$ cat src/rtl/power_gate_sequencer_if.sv
// power_gate_sequencer_if: target request and per-domain power/isolation status bundle.
interface power_gate_sequencer_if;
  logic [2:0] target_on;
  logic [2:0] power_en;
  logic [2:0] iso_en;
  logic [2:0] power_good;
  logic       busy;
  logic [1:0] active_domain;
  logic       done;
  modport master (
    output target_on,
    input  power_en, iso_en, power_good, busy, active_domain, done
  );
  modport slave (
    input  target_on,
    output power_en, iso_en, power_good, busy, active_domain, done
  );
endinterface

$ cat src/rtl/power_gate_sequencer.sv
// power_gate_sequencer: one-domain-at-a-time timed isolation/power sequencing for conv, pool, fc.
module power_gate_sequencer #(
  parameter int PWR_UP_CYCLES = 4,
  parameter int ISO_CYCLES    = 2
) (
  input logic clk,
  input logic reset,
  power_gate_sequencer_if.slave bus
);
  localparam int MAX_C = (PWR_UP_CYCLES > ISO_CYCLES) ? PWR_UP_CYCLES : ISO_CYCLES;
  localparam int CW    = (MAX_C > 1) ? $clog2(MAX_C) : 1;
  typedef enum logic [1:0] {IDLE, UP_WAIT, DN_WAIT} state_t;
  state_t        state, state_n;
  logic [CW-1:0] cnt, cnt_n;
  logic [2:0]    pen, pen_n, iso, iso_n, mm;
  logic [1:0]    ad, ad_n, sel;
  logic          done_q, done_n;
  // A domain sitting powered but isolated with target on still counts as mismatched.
  assign mm  = (bus.target_on & ~(pen & ~iso)) | (~bus.target_on & pen);
  assign sel = mm[0] ? 2'd0 : mm[1] ? 2'd1 : 2'd2;
  always_ff @(posedge clk) begin
    if (reset) begin
      state  <= IDLE;
      cnt    <= '0;
      pen    <= 3'b000;
      iso    <= 3'b111;
      ad     <= 2'd0;
      done_q <= 1'b0;
    end else begin
      state  <= state_n;
      cnt    <= cnt_n;
      pen    <= pen_n;
      iso    <= iso_n;
      ad     <= ad_n;
      done_q <= done_n;
    end
  end
  always_comb begin
    state_n = state;
    cnt_n   = cnt;
    pen_n   = pen;
    iso_n   = iso;
    ad_n    = ad;
    done_n  = 1'b0;
    unique case (state)
      IDLE: if (|mm) begin
        ad_n = sel;
        if (bus.target_on[sel]) begin
          pen_n[sel] = 1'b1;
          cnt_n      = CW'(PWR_UP_CYCLES - 1);
          state_n    = UP_WAIT;
        end else begin
          iso_n[sel] = 1'b1;
          cnt_n      = CW'(ISO_CYCLES - 1);
          state_n    = DN_WAIT;
        end
      end
      UP_WAIT: if (cnt != '0) cnt_n = cnt - 1'b1;
      else begin
        iso_n[ad] = 1'b0;
        done_n    = 1'b1;
        state_n   = IDLE;
      end
      DN_WAIT: if (cnt != '0) cnt_n = cnt - 1'b1;
      else begin
        pen_n[ad] = 1'b0;
        done_n    = 1'b1;
        state_n   = IDLE;
      end
      default: state_n = IDLE;
    endcase
  end
  assign bus.power_en      = pen;
  assign bus.iso_en        = iso;
  assign bus.power_good    = pen & ~iso;
  assign bus.busy          = state != IDLE;
  assign bus.active_domain = ad;
  assign bus.done          = done_q;
endmodule

$ cat src/flat_wrapper.sv
// flat-port wrapper written by rule: the top's interface ports become plain ports
module power_gate_sequencer_flat 
#(
  parameter int PWR_UP_CYCLES = 4,
  parameter int ISO_CYCLES    = 2
)
  (clk, reset, bus_target_on, bus_power_en, bus_iso_en, bus_power_good, bus_busy, bus_active_domain, bus_done);
  power_gate_sequencer_if bus_i ();
  input logic clk;
  input logic reset;
  input wire logic [$bits(bus_i.target_on)-1:0] bus_target_on;
  output wire logic [$bits(bus_i.power_en)-1:0] bus_power_en;
  output wire logic [$bits(bus_i.iso_en)-1:0] bus_iso_en;
  output wire logic [$bits(bus_i.power_good)-1:0] bus_power_good;
  output wire logic [$bits(bus_i.busy)-1:0] bus_busy;
  output wire logic [$bits(bus_i.active_domain)-1:0] bus_active_domain;
  output wire logic [$bits(bus_i.done)-1:0] bus_done;
  assign bus_i.target_on = bus_target_on;
  assign bus_power_en = bus_i.power_en;
  assign bus_iso_en = bus_i.iso_en;
  assign bus_power_good = bus_i.power_good;
  assign bus_busy = bus_i.busy;
  assign bus_active_domain = bus_i.active_domain;
  assign bus_done = bus_i.done;
  power_gate_sequencer #(.PWR_UP_CYCLES(PWR_UP_CYCLES), .ISO_CYCLES(ISO_CYCLES)) u_core (.clk(clk), .reset(reset), .bus(bus_i));
endmodule
$ cat config.mk
export PLATFORM = sky130hd
export DESIGN_NAME = power_gate_sequencer_flat
export DESIGN_NICKNAME = d
export VERILOG_FILES = /design/src/rtl/power_gate_sequencer_if.sv /design/src/rtl/power_gate_sequencer.sv /design/src/flat_wrapper.sv
export SDC_FILE = /design/constraint.sdc
export NUM_CORES = 1
export LEC_CHECK = 0
export CELL_PAD_IN_SITES_DETAIL_PLACEMENT = 2
export CELL_PAD_IN_SITES_GLOBAL_PLACEMENT = 2
export CORE_ASPECT_RATIO = 1.2
export CORE_MARGIN = 1
export CORE_UTILIZATION = 25
export CTS_CLUSTER_DIAMETER = 50
export DETAILED_ROUTE_END_ITERATION = 10
export PLACE_DENSITY = 0.75
export SYNTH_ARGS = -nofsm -noshare
export SYNTH_HDL_FRONTEND = slang
export SYNTH_SLANG_ARGS = --single-unit
$ cat constraint.sdc
create_clock -name clk -period 2.25 [get_ports clk]
set_clock_uncertainty 0.15 [all_clocks]
set_input_delay 0.5625 -clock clk [delete_from_list [all_inputs] [get_ports clk]]
set_output_delay 0.5625 -clock clk [all_outputs]
set_load 0.01 [all_outputs]
==> impl_results.md <==
* Most common cell after layout, fill and taps aside: buf_4
* Critical path type: primary input to flip-flop
* Pint at 663 uW
* Clock Sinks at 13
* Layout cells sized above 1 at 0.259
* Most frequent cells in the layout: 19 x buf_4, 14 x clkdlybuf4s50_1, 12 x inv_1, 12 x dfxtp_1
* Synth Instances at 101
* Final worst slack at 0.0427 ns
* Max Freq at 453 MHz
* RSZ-0062 raised after global routing: false
* Die height at 66.9 um
* CTS tree: yes
* Final period util at 0.981
* Top FF cell, synth: dfxtp_1
* Fill count at 375
* CP Cell Sequence: clkdlybuf4s50_1 > inv_1 > a211o_1 > o221a_1 > nor4_1 > nor3_1
* Static Leak at 0.000547 uW
* Die area at 3750 um2
* Final setup viols at 0
* Critical path arrival at 2.18 ns
* Final hold violations at 0
* Worst Min Path Start: u_core.cnt[1]
* 1st-iter DRT viols at 10
* Sequential share of the synthesized area at 0.297
* PnR Total Power at 1100 uW
* Drt pass-1 iters at 4
* Sum Neg Setup Slack at 0 ns
* CP max stage delay at 0.51 ns
* Ports at 18
* Die Wd at 56.1 um
* Syn Nets at 110
* NetSw at 438 uW
* Reg2reg start: u_core.bus.iso_en[1]
* First-pass GRT wire length at 5060 um
* Avg Cell Area, Syn at 8.68 um2
* Routability Congestion at 0.864
* DP Worst Slack at -0.303 ns
* Worst-skew pair later-pin latency at 0.25 ns
* Vias per cell at 5.29
* Clk pwr share at 0.198
* R2R Setup Slk at 0.27 ns
* CTS buffer count at 3
* Area grow syn2layout at 49.5%
* CP required at 2.22 ns
* Largest delay share family, worst path: buffers and inverters
* Outcome: finished, final reports clean
* Ys async rst share at 0
* Multi-input logic area at 597 um2
* Yosys warns at 0
* Post-route ant nets at 0
* Crit path to: u_core.bus.power_en[2]
* Setup crit start: bus_target_on[2]
* CP Launch Type: primary input
* R2r endpoint: u_core.bus.power_en[2]
* Root Buffer: clkbuf_8
* Dpl hpwl at 2470 um
* Number of synthesized flops with an enable pin at 0
* Fin area at 1310 um2
* FF+latch count, synth at 13
* Synth cell types at 42
* Initial Util at 0.263
* VDD IR max at 0.000459 V
* Sw frac at 0.398
* Initial antenna violation count at 0
* FF-to-FF path depth at 5
* Post-layout min period at 2.21 ns
* Ant. Diodes at 0
* CORE AREA at 3340 um2
* Largest net degree at the start of global routing at 13
* Final nets at 149
* Placed Cells at 172
* Number of H-tree levels at 1
* Cell Rows at 23
* Global route overflow at 0
* Final Non-Filler Cells at 176
* Area after DPL at 1230 um2
* Total routed wirelength at 3140 um
* WP buf/inv at 2
* Clock buffer depth at 2
* Tightest Pin Transition at 0.365 ns
* Slowest stage cell, crit path: clkdlybuf4s50_1
* DR WL/cell at 17.9 um
* Sequential share of power at 0.286
* Power Dens Cells at 839 nW/um2
* Combinational Power Share at 0.516
* Syn Std Cell Area at 877 um2
* Vias in the first global route at 1026
* Slew HR at 0.754
* Via count at 931
* Final Max Tran Viols at 0
* Crit path capture type: flip-flop
* Crit. path cell count at 6
* Hold Path Class: flip-flop to flip-flop
* Max-cap check violation count at 0
* Residual DRC at 0
* Seq. cell area at 262 um2
* Port-buffer cells at 17
* Gr usage total at 0.183
* Worst-path maximum fanout at 3
* Clock-pin slew on the worst setup and hold paths at 0.06 ns
## worst reg2reg max path, delay by kind of cell, from the launching register on
kind,cells,cell delay [ns]
simple gates,3,0.74
compound gates,2,0.63
flops,1,0.33
## state kept, by name, summed over array words and instances, names as in the netlist
name	cells
u_core.bus.done	1
u_core.bus.active_domain	2
u_core.bus.iso_en	3
u_core.state	2
u_core.bus.power_en	3
u_core.cnt	2
## cell type report
| class | instances | area share |
|---|---|---|
| inverters | 12 | 0.0344 |
| multi-input cells | 74 | 0.455 |
| clock buffers | 4 | 0.0344 |
| well taps | 37 | 0.0353 |
| repair buffers | 36 | 0.241 |
| flip-flops and latches | 13 | 0.199 |
## repair_timing
item | in CTS | in global routing
hold buffers | 0 | 0
buffers inserted | 0 | 0
pin swaps | 0 | 1
endpoints found under the setup margin | 7 | 11
gates resized for setup | 3 | 6
## per-layer routing
layer | global-route usage | vias up | wire (um)
met5 | 0 | - | 0
met4 | 0.116 | 0 | 113
met3 | 0.0194 | 9 | 55
met2 | 0.307 | 16 | 1520
met1 | 0.224 | 451 | 1460
li1 | - | 455 | -
## worst min path at each step
| stage | slack (ns) | cells past startpoint | end |
|---|---|---|---|
| finish | 0.35 | 2 | u_core.cnt[1] |
| floorplan | 0.30 | 2 | u_core.cnt[1] |
| detailed placement | 0.35 | 2 | u_core.state[1] |
| CTS | 0.36 | 2 | u_core.cnt[1] |
| global placement | 0.32 | 2 | u_core.cnt[1] |
| global route | 0.39 | 2 | u_core.cnt[1] |
## cell usage after synthesis (2+ instances only)
library cell / number / area, um2
a211o_1: 2 / 17.5
a211oi_1: 2 / 15.0
a21o_1: 2 / 15.0
a21oi_1: 7 / 35.0
dfxtp_1: 13 / 260
ha_1: 4 / 50.1
inv_1: 12 / 45.0
nand2_1: 7 / 26.3
nand2b_1: 5 / 31.3
nand3_1: 3 / 15.0
nand4_1: 2 / 12.5
nor2_1: 2 / 7.51
nor3_1: 3 / 15.0
nor4_1: 2 / 12.5
o2111ai_1: 2 / 17.5
o21ai_0: 4 / 20.0
o32a_1: 3 / 30.0
o41ai_1: 2 / 17.5
## power by group through the flow
stage / Combinational (uW) / Clock [uW] / Sequential, uW
2_1_floorplan: 320 / 0 / 316
3_3_place_gp: 526 / 0 / 313
3_5_place_dp: 554 / 0 / 317
4_1_cts: 571 / 223 / 313
5_1_grt: 631 / 234 / 322
6_report: 568 / 218 / 315
## logic make-up after synthesis
family / Yosys count / synth area share
and+or+nand+nor: 33 / 0.224
buffers and inverters: 14 / 0.0628
adders and majority gates: 4 / 0.0571
AOI/OAI and AO/OA: 36 / 0.350
DFF: 13 / 0.297
xor gates and xnor gates: 1 / 0.00999
## through the flow
step,hold WS (ns),util
2_1_floorplan,0.296,-
3_3_place_gp,0.318,0.367
6_report,0.349,0.393
5_1_grt,0.387,0.393
4_1_cts,0.356,0.386
3_5_place_dp,0.347,0.367
Power figures use the tool's default switching activity.
